[src/rtl/dmux_pkg.sv]
// Shared constants for the 4-way registered demultiplexer.
// Lane select codes, lane count and the stats counter width.
package dmux_pkg;

    localparam logic [1:0] SEL_A = 2'b00;
    localparam logic [1:0] SEL_B = 2'b01;
    localparam logic [1:0] SEL_C = 2'b10;
    localparam logic [1:0] SEL_D = 2'b11;

    localparam int NUM_LANES = 4;
    localparam int STAT_W    = 8;

endpackage

[src/rtl/dmux_lane_buf.sv]
// Single-entry holding register with load and valid/ready drain.
// A load always wins over a drain on the same edge.
module dmux_lane_buf #(
    parameter int WIDTH = 16
) (
    input  logic             clk,
    input  logic             reset,
    input  logic             load,
    input  logic [WIDTH-1:0] din,
    input  logic             ready,
    output logic [WIDTH-1:0] dout,
    output logic             valid
);

    always_ff @(posedge clk or posedge reset) begin
        if (reset) begin
            dout  <= '0;
            valid <= 1'b0;
        end else if (load) begin
            dout  <= din;
            valid <= 1'b1;
        end else if (valid && ready) begin
            valid <= 1'b0;
        end
    end

endmodule

[src/rtl/dmux4way16_buf.sv]
// Registered 4-way demux into independent single-entry lane buffers.
// Optional per-lane acceptance counters with DMUX4WAY16_STATS_EN.
module dmux4way16_buf
    import dmux_pkg::*;
#(
    parameter int WIDTH = 16
) (
    input  logic             clk,
    input  logic             reset,
    input  logic [WIDTH-1:0] in,
    input  logic [1:0]       sel,
    input  logic             in_valid,
    output logic             in_ready,
    output logic [WIDTH-1:0] a,
    output logic [WIDTH-1:0] b,
    output logic [WIDTH-1:0] c,
    output logic [WIDTH-1:0] d,
    output logic             a_valid,
    output logic             b_valid,
    output logic             c_valid,
    output logic             d_valid,
    input  logic             a_ready,
    input  logic             b_ready,
    input  logic             c_ready,
    input  logic             d_ready
`ifdef DMUX4WAY16_STATS_EN
    ,
    output logic [STAT_W-1:0] a_count,
    output logic [STAT_W-1:0] b_count,
    output logic [STAT_W-1:0] c_count,
    output logic [STAT_W-1:0] d_count
`endif
);

    logic [NUM_LANES-1:0] vld;
    logic [NUM_LANES-1:0] rdy;
    logic [NUM_LANES-1:0] hit;
    logic [NUM_LANES-1:0] load;
    logic [WIDTH-1:0]     dat [NUM_LANES];

    assign rdy = {d_ready, c_ready, b_ready, a_ready};

    always_comb begin
        hit = '0;
        unique case (sel)
            SEL_A: hit = 4'b0001;
            SEL_B: hit = 4'b0010;
            SEL_C: hit = 4'b0100;
            SEL_D: hit = 4'b1000;
        endcase
    end

    // Only the addressed lane gates the producer.
    assign in_ready = |(hit & (~vld | rdy));
    assign load     = (in_valid && in_ready) ? hit : '0;

    for (genvar i = 0; i < NUM_LANES; i++) begin : g_lane
        dmux_lane_buf #(.WIDTH(WIDTH)) u_buf (
            .clk   (clk),
            .reset (reset),
            .load  (load[i]),
            .din   (in),
            .ready (rdy[i]),
            .dout  (dat[i]),
            .valid (vld[i])
        );
    end

    assign a       = dat[0];
    assign b       = dat[1];
    assign c       = dat[2];
    assign d       = dat[3];
    assign a_valid = vld[0];
    assign b_valid = vld[1];
    assign c_valid = vld[2];
    assign d_valid = vld[3];

`ifdef DMUX4WAY16_STATS_EN
    logic [STAT_W-1:0] cnt [NUM_LANES];

    always_ff @(posedge clk or posedge reset) begin
        if (reset) begin
            for (int i = 0; i < NUM_LANES; i++) cnt[i] <= '0;
        end else begin
            for (int i = 0; i < NUM_LANES; i++)
                if (load[i]) cnt[i] <= cnt[i] + STAT_W'(1);
        end
    end

    assign a_count = cnt[0];
    assign b_count = cnt[1];
    assign c_count = cnt[2];
    assign d_count = cnt[3];
`endif

endmodule

[config.mk]
export PLATFORM = sky130hd
export DESIGN_NAME = dmux4way16_buf
export DESIGN_NICKNAME = d
export VERILOG_FILES = /design/src/rtl/dmux_pkg.sv /design/src/rtl/dmux_lane_buf.sv /design/src/rtl/dmux4way16_buf.sv
export SDC_FILE = /design/constraint.sdc
export NUM_CORES = 1
export LEC_CHECK = 0
export ABC_AREA = 1
export CAP_MARGIN = 20
export CORE_MARGIN = 4
export CORE_UTILIZATION = 42
export CTS_CLUSTER_DIAMETER = 120
export CTS_CLUSTER_SIZE = 28
export DETAILED_ROUTE_END_ITERATION = 6
export GPL_ROUTABILITY_DRIVEN = 0
export GPL_TIMING_DRIVEN = 1
export PLACE_DENSITY = 0.79
export SETUP_SLACK_MARGIN = 0.02
export SYNTH_ARGS = -nofsm -noshare
export SYNTH_HDL_FRONTEND = slang
export SYNTH_SLANG_ARGS = --single-unit
[constraint.sdc]
create_clock -name clk -period 1.9 [get_ports clk]
set_input_delay 0.285 -clock clk [delete_from_list [all_inputs] [get_ports clk]]
set_output_delay 0.285 -clock clk [all_outputs]
set_load 0.005 [all_outputs]
Word-level counts from Yosys, hierarchy flattened:

Index checks and enable logic that the tools add are counted.

* bits in registers: 68
* bits of input ports: 25
* output and inout bits: 69

* equal/unequal tests: 3
* muxes and demuxes: 10
* bitwise logic cells: 3
* reduce and logical (&&, ||, !) cells: 11

Operator list (count)
* $pmux 4 s4: 1
* $mux 1: 8
* $reduce_bool 2->1: 4
* $logic_and 1x1->1: 5
* $and 4x4->4: 1
* $eq 2x2->1 const B: 2
* $mux 4: 1
* $not 4->4: 1
* $or 4x4->4: 1
* $reduce_or 4->1: 1
* $eq 2x1->1 const B: 1
* $logic_not 2->1: 1

Logic depth before layout (Yosys ltp):

Gate-level depths: netlist (run 1).

* depth in word-level cells: 7
* mapped depth: 10
* mapped depth without buffers: 9

By module:

Synthesis (run 1) repeated with hierarchy kept, for this count alone.

* cells, all modules: 323
* area total of the unflattened synthesis: 2841.5 sq um

By module, submodules not included
* dmux_lane_buf: instances 4, cells each 73, area each 679.4 sq um
* dmux4way16_buf: instances 1, cells each 31, area each 123.9 sq um

Worst setup path after synthesis (run 1):

No wires, ideal clock.

* path kind: input-to-reg
* start point: input port sel[1]
* end point: register g_lane[0].u_buf.dout[0]
* library setup time: 117 ps
* arrival: 1250 ps
* path slack: 533 ps
* stages on the path: 9
* buffers on the path: 1
* cells stage by stage: nor2_2 > nand2_1 > nand2_1 > inv_2 > nand2_8 > nand3_4 > buf_2 > nand2_1 > nand2_1

* word-level cells in the longest chain between the ends: 6
* elaborated cells between the ends (all ways): 9

RTL lines
* from (decl): line dmux4way16_buf.sv:11 `input logic [1:0] sel,`
* $eq 2x2->1 (tied with other cells): line dmux4way16_buf.sv:45 `unique case (sel)`
* $pmux 4 s4 (*): line dmux4way16_buf.sv:45
* $and 4x4->4: line dmux4way16_buf.sv:54 `assign in_ready = |(hit & (~vld | rdy));`
* $reduce_or 4->1: line dmux4way16_buf.sv:54
* $logic_and 1x1->1: line dmux4way16_buf.sv:55 `assign load = (in_valid && in_ready) ? hit : '0;`
* $mux 4 (*): line dmux4way16_buf.sv:55
* to (signal assigned): line dmux_lane_buf.sv:20 `dout <= din;`
* to (decl): line dmux_lane_buf.sv:11 `output logic [WIDTH-1:0] dout,`

Every way passes the cells marked *; elsewhere a longest branch is shown, timed or not.
A chain may end at the register's enable or synchronous reset.

Worst setup path in the final report (run 1):

* start point: input port b_ready
* end point: output port in_ready

* word-level cells in the longest chain between the ends: 3

RTL lines
* from (decl): line dmux4way16_buf.sv:23 `input logic b_ready,`
* $or 4x4->4: line dmux4way16_buf.sv:54
* $and 4x4->4: line dmux4way16_buf.sv:54
* $reduce_or 4->1: line dmux4way16_buf.sv:54
* to (decl): line dmux4way16_buf.sv:13 `output logic in_ready,`

No other way between the ends.

==> results of run 1 <==
## worst max-delay path by stage
stage          cells after the start                             endpoint  slack (ns)
2_1_floorplan                      9  g_lane[0].u_buf.dout[0]$_DFFE_PP0P_        0.53
3_3_place_gp                       8                             in_ready       -0.17
3_5_place_dp                       8                             in_ready       -0.22
4_1_cts                            8                             in_ready        0.21
5_1_grt                            8                             in_ready        0.15
6_report                           8                             in_ready        0.22
## synth_stat cells
library cell | instances | area, µm²
nor2_4 | 2 | 22.52
nand3_4 | 4 | 70.07
clkbuf_1 | 11 | 41.29
dfrtp_1 | 68 | 1702
nand2_1 | 143 | 536.8
nand4_1 | 64 | 400.4
nand2_8 | 1 | 20.02
buf_8 | 1 | 15.01
inv_2 | 5 | 18.77
buf_2 | 6 | 30.03
buf_6 | 5 | 56.30
nor2_2 | 1 | 6.260
inv_1 | 5 | 18.77
## power groups by stage
stage	logic [mW]	registers (mW)	clock network (mW)
after global placement	1.18	1.93	0
after detailed placement	1.21	1.93	0
after floorplan	0.396	1.94	0
after CTS	1.22	1.91	1.13
after global routing	1.31	1.95	1.18
final	1.19	1.91	1.11
## per-layer routing
layer	track usage (%)	vias up	wire length, µm	part of all wire, %
li1	-	1257	-	-
met1	25.03	1275	3336	41
met2	33.29	102	4012	49
met3	5.989	13	655	8.0
met4	7.412	0	172	2.1
met5	0	-	0	0
## final cells by class
cell class                 instances  share of cell area, %
inverter                          10                 0.9892
timing repair buffer             107                  25.51
sequential                        68                  40.77
multi-input combinational        215                  25.36
clock buffer                      12                  3.957
tap                               96                  2.878
clock inverter                     4                 0.5396
## placed cells by master, fill, tap and decap left out, drive strengths merged, types with 4 or more instances in the layout
master           n
nand4           64
inv              9
clkdlybuf4s50   89
buf             15
nand3            4
dfrtp           68
clkbuf          12
nand2          144
## flip-flops by register name (all words and copies together), names as in the netlist
| name | flops |
|---|---|
| g_lane.u_buf.dout | 64 |
| g_lane.u_buf.valid | 4 |
## tightest hold or removal path, delay by kind of cell
| family | cells | cell delay [ns] |
|---|---|---|
| buffers and inverters | 3 | 0.83 |
## through the flow
stage	cells	setup WS, ns
floorplan	316	0.5328
global placement	496	-0.1652
detailed placement	496	-0.2167
CTS	512	0.2133
global route	512	0.1467
finish	512	0.2227
## cell families (layout without fill, tap and decap cells)
family	count (synthesis)	after routing
flip-flops	68	68
buffers and inverters	33	133
AND/OR/NAND/NOR	215	215
## repair_timing
item / 4_1_cts / 5_1_grt
endpoints found under the setup margin: 1 / 0
hold buffers: 0 / 0
hold endpoints to repair: 0 / 0
gates resized for setup: 4 / 0
==> flow_summary.json, run 1 <==
{
  "outcome": "complete, no violations",
  "cts_max_level": 3,
  "p_clk_share_pct": 26.3,
  "slowest_stage": "clkdlybuf4s50_1",
  "clk_latency_ns": 0.33,
  "post-dp-hpwl_mm": 5.758,
  "grt_pass1_wl_mm": 13.41,
  "avgSynthCellArea_um2": 9.297,
  "synth-compound-area-share_pct": 0,
  "dr_total_vias": 2647,
  "num-fill-cells": 576,
  "power_frac_seq_pct": 45.4,
  "wl_per_cell_um": 15.97,
  "drc": 0,
  "io_pins": 94,
  "maxSlewViolCount": 0,
  "crit_chain": "clkdlybuf4s50_1, inv_1, nand2_1, nand2_1, nand2_1, inv_2, nand2_8, dlygate4sd2_1",
  "fp.coreArea_mm2": 0.006794,
  "leakage_nw": 2.032,
  "layout.nets": 436,
  "grt_setup_unrepaired": "no",
  "arrival_ns": 1.39,
  "synth_cells": 316,
  "grt_max_degree": 69,
  "dieHeight_um": 91.64,
  "crit_fanout": 3,
  "worstPathRequired_ns": 1.62,
  "ys_ff_latch": 68,
  "hold_viol": 0,
  "hold_class": "input port to asynchronous set/reset pin",
  "total_power_mw": 4.215,
  "ant_nets": 0,
  "diodes": 0,
  "first_pass_iters": 4,
  "placed_area_mm2": 0.003988,
  "timing.critical_path.buf_inv": 4,
  "fin_util_pct": 61.44,
  "r2r_end": "g_lane[0].u_buf.dout[2]$_DFFE_PP0P_",
  "io_buffers": 93,
  "globalRouteTotalUtil_pct": 20.18,
  "multi_input_area_mm2": 0.001059,
  "rows": 30,
  "path_clk_slew_ns": 0.07,
  "syn_to_final_growth_pct": 42.08,
  "yosys.area_share.adder_pct": 0,
  "worst_pin_slew_ns": 0.4326,
  "max_cap_viol_count": 0,
  "finalCritPeriodShare_pct": 88.28,
  "power.internal_mw": 3.011,
  "endpoint_kind": "primary output",
  "max_freq_ghz": 0.5962,
  "cp-start-kind": "input port",
  "slew_headroom_pct": 71.16,
  "cp-startpoint": "b_ready",
  "ys_seq_area_share_pct": 57.92,
  "synth_xor_area_share_pct": 0,
  "whs_ns": 0.3809,
  "drt_iter0_markers": 121,
  "syn_area_mm2": 0.002938,
  "cts_buffer_depth": 2,
  "worstRegToRegCells": 9,
  "grt_overflow_total": 0,
  "ff_latch_area_mm2": 0.001702,
  "cp_top_family": "buffers and inverters",
  "r2r_start": "g_lane[1].u_buf.valid$_DFFE_PP0P_",
  "drive_above_1_share_pct": 11.06,
  "cpPeakStageDelay_ns": 0.45,
  "numClockSinks": 68,
  "peakVddDrop_mv": 0.5127,
  "finalSetupViolations": 0,
  "reg2reg_slack_ns": 0.37,
  "wirelength_mm": 8.176,
  "cts_tree": "done",
  "finalCriticalPeriod_ns": 1.677,
  "dieArea_mm2": 0.008397,
  "ys.warnings.count": 0,
  "skew_ns": 0.007996,
  "start_util_pct": 43.24,
  "muxShareOfSynthArea_pct": 0,
  "syn_nets": 341,
  "fin_area_mm2": 0.004174,
  "switchingPower_mw": 1.204,
  "pwr-share-comb_pct": 28.3,
  "path_class": "input port to primary output",
  "cts_made_buffers": 9,
  "synth-simple-area-share_pct": 35.95,
  "grt_pass1_vias": 2671,
  "tns_ns": 0,
  "vias_per_cell": 5.170,
  "synth_top_family_by_area": "simple AND/OR/NAND/NOR gates",
  "yosys.cell_types.count": 13,
  "root_buffer": "clkbuf_8",
  "antenna_found_initial": 0,
  "die_w_um": 91.64,
  "p_per_area_mw_per_mm2": 1010,
  "power.share.switching_pct": 28.56,
  "crit_top_cell": "nand2_1",
  "post_cts_buffers": 0
}
Power figures use the tool's default switching activity.
==> run 2, diff against run 1 <==
--- a/config.mk
+++ b/config.mk
@@ -14,6 +14,8 @@
 export DETAILED_ROUTE_END_ITERATION = 6
 export GPL_ROUTABILITY_DRIVEN = 0
 export GPL_TIMING_DRIVEN = 1
+export HOLD_SLACK_MARGIN = 0.08
+export MAX_ROUTING_LAYER = met4
 export PLACE_DENSITY = 0.79
 export SETUP_SLACK_MARGIN = 0.02
 export SYNTH_ARGS = -nofsm -noshare
==> constraint.sdc (replaced) <==
create_clock -name clk -period 1.9 [get_ports clk]
set_input_delay 0.38 -clock clk [delete_from_list [all_inputs] [get_ports clk]]
set_output_delay 0.38 -clock clk [all_outputs]
set_load 0.005 [all_outputs]
==> flow_summary.json, run 2 (same netlist as run 1, synthesis figures left out) <==
{
  "first_pass_iters": 4,
  "crit_cells": 8,
  "crit_chain": "clkdlybuf4s50_1, inv_1, nand2_1, nand2_1, nand2_1, inv_2, nand2_8, clkdlybuf4s15_1",
  "power.internal_mw": 3.433,
  "worstPathRequired_ns": 1.52,
  "pwr-share-comb_pct": 25.4,
  "reg.largest.list": "g_lane.u_buf.dout: 64 flops, g_lane.u_buf.valid: 4 flops",
  "grt_setup_unrepaired": "no",
  "drc": 0,
  "dr_total_vias": 2698,
  "largest_reg_flops": 64,
  "dieHeight_um": 91.64,
  "grt_pass1_vias": 2686,
  "finalSetupViolations": 0,
  "crit_fanout": 3,
  "syn_to_final_growth_pct": 44.34,
  "fin_area_mm2": 0.004240,
  "cts_tree": "done",
  "start_util_pct": 43.24,
  "drt_iter0_markers": 119,
  "fp.coreArea_mm2": 0.006794,
  "power_frac_seq_pct": 41.0,
  "hold_class": "input port to flip-flop",
  "dp_slack_ns": -0.3967,
  "cts_resized": 4,
  "path_clk_slew_ns": 0.08,
  "post_cts_buffers": 0,
  "layout_setup_ws_ns": 0.1093,
  "ctsHoldBuffers": 0,
  "final_common_cell": "nand2_1",
  "crit_top_cell": "nand2_1",
  "layout.nets": 435,
  "wl_per_cell_um": 16.27,
  "worst_pin_slew_ns": 0.3735,
  "timing.critical_path.buf_inv": 4,
  "maxSlewViolCount": 0,
  "hold_depth": 3,
  "fin_util_pct": 62.41,
  "drive_above_1_share_pct": 11.81,
  "dieArea_mm2": 0.008397,
  "cts_buffer_depth": 2,
  "leakage_nw": 2.059,
  "cpPeakStageDelay_ns": 0.45,
  "skew_ns": 0.009079,
  "cp-start-kind": "input port",
  "cts_made_buffers": 9,
  "finalCritPeriodShare_pct": 94.25,
  "path_class": "input port to primary output",
  "die_w_um": 91.64,
  "clk_latency_ns": 0.35,
  "finalCriticalPeriod_ns": 1.791,
  "switchingPower_mw": 1.246,
  "placed_area_mm2": 0.003968,
  "post-dp-hpwl_mm": 5.768,
  "vias_per_cell": 5.280,
  "rows": 30,
  "numClockSinks": 68,
  "top_register": "g_lane.u_buf.dout",
  "diodes": 0,
  "outcome": "complete, no violations",
  "io_pins": 94,
  "max_cap_viol_count": 0,
  "arrival_ns": 1.41,
  "max_freq_ghz": 0.5584,
  "most-common-layout-cells": "nand2_1 (138), clkdlybuf4s50_1 (89), dfrtp_1 (68)",
  "root_buffer": "clkbuf_8",
  "fin_cells": 511,
  "slowest_stage": "clkdlybuf4s50_1",
  "slew_headroom_pct": 75.10,
  "dp_cells": 495,
  "p_per_area_mw_per_mm2": 1104,
  "endpoint_kind": "primary output",
  "grt_overflow_total": 0,
  "io_buffers": 93,
  "peakVddDrop_mv": 0.5868,
  "cts_max_level": 3,
  "p_clk_share_pct": 33.6,
  "wirelength_mm": 8.312,
  "ant_nets": 0,
  "cp_top_family": "buffers and inverters",
  "grt_max_degree": 69,
  "hold_viol": 0,
  "grt_pass1_wl_mm": 13.69,
  "antenna_found_initial": 0,
  "worstRegToRegCells": 9,
  "power.share.switching_pct": 26.63,
  "globalRouteTotalUtil_pct": 21.48
}
-- run 2: changes by cell type in the layout (fill, tap and decap cells not counted), sizes merged --
cell / change
bufinv: +4
clkbuf: -3
buf: -1
clkdlybuf4s15: +1
clkinvlp: -1
dlygate4sd2: -1
-- run 2: per-stage QoR --
stage	TNS, ns	hold WS [ns]	power, mW
after floorplan	0	0.4654	2.339
after global placement	-20.14	0.4530	3.105
after detailed placement	-25.25	0.4610	3.145
after CTS	0	0.4434	4.715
after global routing	0	0.4681	4.914
final	0	0.4478	4.679
-- run 2: final timing paths --
| check | from | slack [ns] | end |
|---|---|---|---|
| worst min register to register | g_lane[3].u_buf.dout[10]$_DFFE_PP0P_ | 0.47 | g_lane[3].u_buf.dout[10]$_DFFE_PP0P_ |
| worst max-delay path | a_ready | 0.11 | in_ready |
| worst max register to register | g_lane[3].u_buf.valid$_DFFE_PP0P_ | 0.29 | g_lane[2].u_buf.dout[15]$_DFFE_PP0P_ |
| min in group asynchronous | reset | 0.46 | g_lane[0].u_buf.dout[13]$_DFFE_PP0P_ |
| max in group asynchronous | reset | 1.12 | g_lane[2].u_buf.dout[1]$_DFFE_PP0P_ |
| worst min-delay path | in_valid | 0.45 | g_lane[1].u_buf.dout[9]$_DFFE_PP0P_ |
-- run 2: cell type report --
cell class | count | area [µm²]
sequential | 68 | 1702
timing repair buffer | 106 | 1046
inverter | 10 | 41.29
clock buffer | 9 | 123.9
multi-input combinational | 215 | 1069
clock inverter | 7 | 138.9
fill | 590 | 2554
tap | 96 | 120.1
-- run 2: layer usage --
metal	vias up	track usage [%]	part of all wire, %
met5	-	-	0
met1	1302	26.95	41
met2	119	33.78	49
met3	15	4.512	7.4
met4	0	9.296	1.8
li1	1262	-	-
-- run 2: worst register-to-register path, delay by kind of cell (launching register included) --
kind | cells | cell delay (ns)
AND/OR/NAND/NOR | 7 | 0.77
flip-flops | 1 | 0.40
buffers and inverters | 2 | 0.34
-- run 2: power groups by stage --
stage          clock (mW)  combinational, mW  sequential, mW
3_3_place_gp            0               1.17            1.93
3_5_place_dp            0               1.21            1.94
4_1_cts              1.59               1.21            1.92
2_1_floorplan           0              0.396            1.94
5_1_grt              1.65               1.31            1.95
6_report             1.57               1.19            1.92
==> run 3, diff against run 2 <==
--- a/config.mk
+++ b/config.mk
@@ -8,7 +8,7 @@
 export ABC_AREA = 1
 export CAP_MARGIN = 20
 export CORE_MARGIN = 4
-export CORE_UTILIZATION = 42
+export CORE_UTILIZATION = 40
 export CTS_CLUSTER_DIAMETER = 120
 export CTS_CLUSTER_SIZE = 28
 export DETAILED_ROUTE_END_ITERATION = 6
@@ -16,7 +16,7 @@
 export GPL_TIMING_DRIVEN = 1
 export HOLD_SLACK_MARGIN = 0.08
 export MAX_ROUTING_LAYER = met4
-export PLACE_DENSITY = 0.79
+export PLACE_DENSITY = 0.76
 export SETUP_SLACK_MARGIN = 0.02
 export SYNTH_ARGS = -nofsm -noshare
 export SYNTH_HDL_FRONTEND = slang
==> flow_summary.json, run 3 (same netlist as run 1, synthesis figures left out) <==
{
  "outcome": "complete, no violations",
  "cts_max_level": 3,
  "layout.nets": 435,
  "skew_ns": 0.005951,
  "cts_buffer_depth": 2,
  "crit_fanout": 19,
  "ant_nets": 0,
  "dr_total_vias": 2718,
  "dieHeight_um": 93.70,
  "numClockSinks": 68,
  "finalCriticalPeriod_ns": 1.720,
  "holdPathEnd": "g_lane[2].u_buf.dout[11]$_DFFE_PP0P_",
  "worstRegToRegCells": 9,
  "whs_ns": 0.4721,
  "globalRouteTotalUtil_pct": 20.77,
  "r2r_start": "g_lane[2].u_buf.valid$_DFFE_PP0P_",
  "leakage_nw": 2.015,
  "syn_to_final_growth_pct": 40.55,
  "io_pins": 94,
  "total_power_mw": 4.176,
  "drc": 0,
  "r2r_end": "g_lane[1].u_buf.dout[5]$_DFFE_PP0P_",
  "wirelength_mm": 8.385,
  "cts_made_buffers": 9,
  "vias_per_cell": 5.319,
  "most-common-layout-cells": "nand2_1 (142), clkdlybuf4s50_1 (89), dfrtp_1 (68)",
  "grt_pass1_wl_mm": 13.67,
  "endpoint_kind": "flip-flop",
  "first_pass_iters": 5,
  "reg2reg_slack_ns": 0.29,
  "cp-start-kind": "input port",
  "dieArea_mm2": 0.008780,
  "max_cap_viol_count": 0,
  "fp.coreArea_mm2": 0.006982,
  "grt_overflow_total": 0,
  "max_freq_ghz": 0.5815,
  "grt_setup_unrepaired": "no",
  "fin_cells": 511,
  "finalCritPeriodShare_pct": 90.52,
  "crit_top_cell": "nand2_1",
  "die_w_um": 93.70,
  "final_common_cell": "nand2_1",
  "cpPeakStageDelay_ns": 0.45,
  "hold_depth": 2,
  "path_class": "input port to flip-flop",
  "slowest_stage": "clkdlybuf4s50_1",
  "cp_top_family": "buffers and inverters",
  "p_per_area_mw_per_mm2": 1011,
  "path_clk_slew_ns": 0.07,
  "arrival_ns": 1.95,
  "root_buffer": "clkbuf_8",
  "clk_latency_ns": 0.35,
  "crit_chain": "clkdlybuf4s50_1, inv_1, nand2_1, nand2_1, nand2_1, inv_2, nand2_8, buf_4, nand3_4, nand2_1, nand2_1",
  "antenna_found_initial": 0,
  "worst_pin_slew_ns": 0.4552,
  "grt_pass1_vias": 2676,
  "reg.largest.list": "g_lane.u_buf.dout: 64 flops, g_lane.u_buf.valid: 4 flops",
  "finalSetupViolations": 0,
  "hold_class": "flip-flop to flip-flop",
  "diodes": 0,
  "fin_util_pct": 59.14,
  "grt_max_degree": 69,
  "hold_viol": 0,
  "top_register": "g_lane.u_buf.dout",
  "rows": 30,
  "drive_above_1_share_pct": 10.84,
  "timing.critical_path.buf_inv": 4,
  "drt_iter0_markers": 138,
  "dp_cells": 495,
  "io_buffers": 93,
  "hp-start": "g_lane[2].u_buf.dout[11]$_DFFE_PP0P_",
  "cts_tree": "done",
  "worstPathRequired_ns": 2.13,
  "peakVddDrop_mv": 0.5260,
  "slew_headroom_pct": 69.66,
  "largest_reg_flops": 64,
  "start_util_pct": 42.08,
  "post-dp-hpwl_mm": 5.910,
  "wl_per_cell_um": 16.41,
  "ctsHoldBuffers": 0,
  "maxSlewViolCount": 0
}
## run 3: changes by cell type in the layout (fill, tap and decap cells not counted), moves of 2 or more
cell       previous run  this run
bufinv_16             4         0
clkbuf_8              9        11
nand2_1             138       142
nand2_2               5         1
## run 3: worst min-delay path, delay by kind of cell, from the launching register on
| family | cells | cell delay [ns] |
|---|---|---|
| and+or+nand+nor | 2 | 0.10 |
| DFF | 1 | 0.34 |
## run 3: stage by stage
step / instance area (µm²) / TNS, ns / worst slack (ns)
after floorplan: 2942 / 0 / 0.3610
after global placement: 3955 / -17.53 / -0.3358
after detailed placement: 3955 / -22.44 / -0.3912
after CTS: 4133 / 0 / 0.04831
after global routing: 4129 / 0 / 0.02257
final: 4129 / 0 / 0.1802
## run 3: metal layers
metal	GRT usage [%]	wire length (µm)	up-vias
met5	-	0	-
met1	26.27	3502	1327
met2	31.99	3960	123
li1	-	-	1250
met4	8.183	178	0
met3	5.449	743	18
## run 3: layout make-up
cell class / count / area, µm²
clock buffer: 12 / 155.1
inverter: 10 / 41.29
fill: 630 / 2853
timing repair buffer: 106 / 1028
clock inverter: 4 / 23.77
sequential: 68 / 1702
tap: 96 / 120.1
multi-input combinational: 215 / 1059
## run 3: repair_timing
item	CTS	global route
resized for setup	4	2
buffers inserted	0	0
endpoints found under the setup margin	12	1
## run 3: how the worst max path moves through the flow
stage / slack, ns / to / depth (start not counted) / start
floorplan: 0.36 / in_ready / 6 / sel[1]
finish: 0.18 / g_lane[1].u_buf.dout[5]$_DFFE_PP0P_ / 11 / c_ready
global route: 0.02 / g_lane[0].u_buf.dout[8]$_DFFE_PP0P_ / 11 / b_ready
global placement: -0.34 / in_ready / 8 / sel[0]
CTS: 0.05 / in_ready / 8 / b_ready
detailed placement: -0.39 / in_ready / 8 / sel[0]
## run 3: power breakdown
| part | internal, mW | total (mW) | leakage, nW | switching [mW] |
|---|---|---|---|---|
| combinational | 0.684 | 1.18 | 1.07 | 0.499 |
| clock | 0.541 | 1.07 | 0.0961 | 0.531 |
| sequential | 1.74 | 1.92 | 0.853 | 0.179 |
| total | 2.97 | 4.18 | 2.02 | 1.21 |
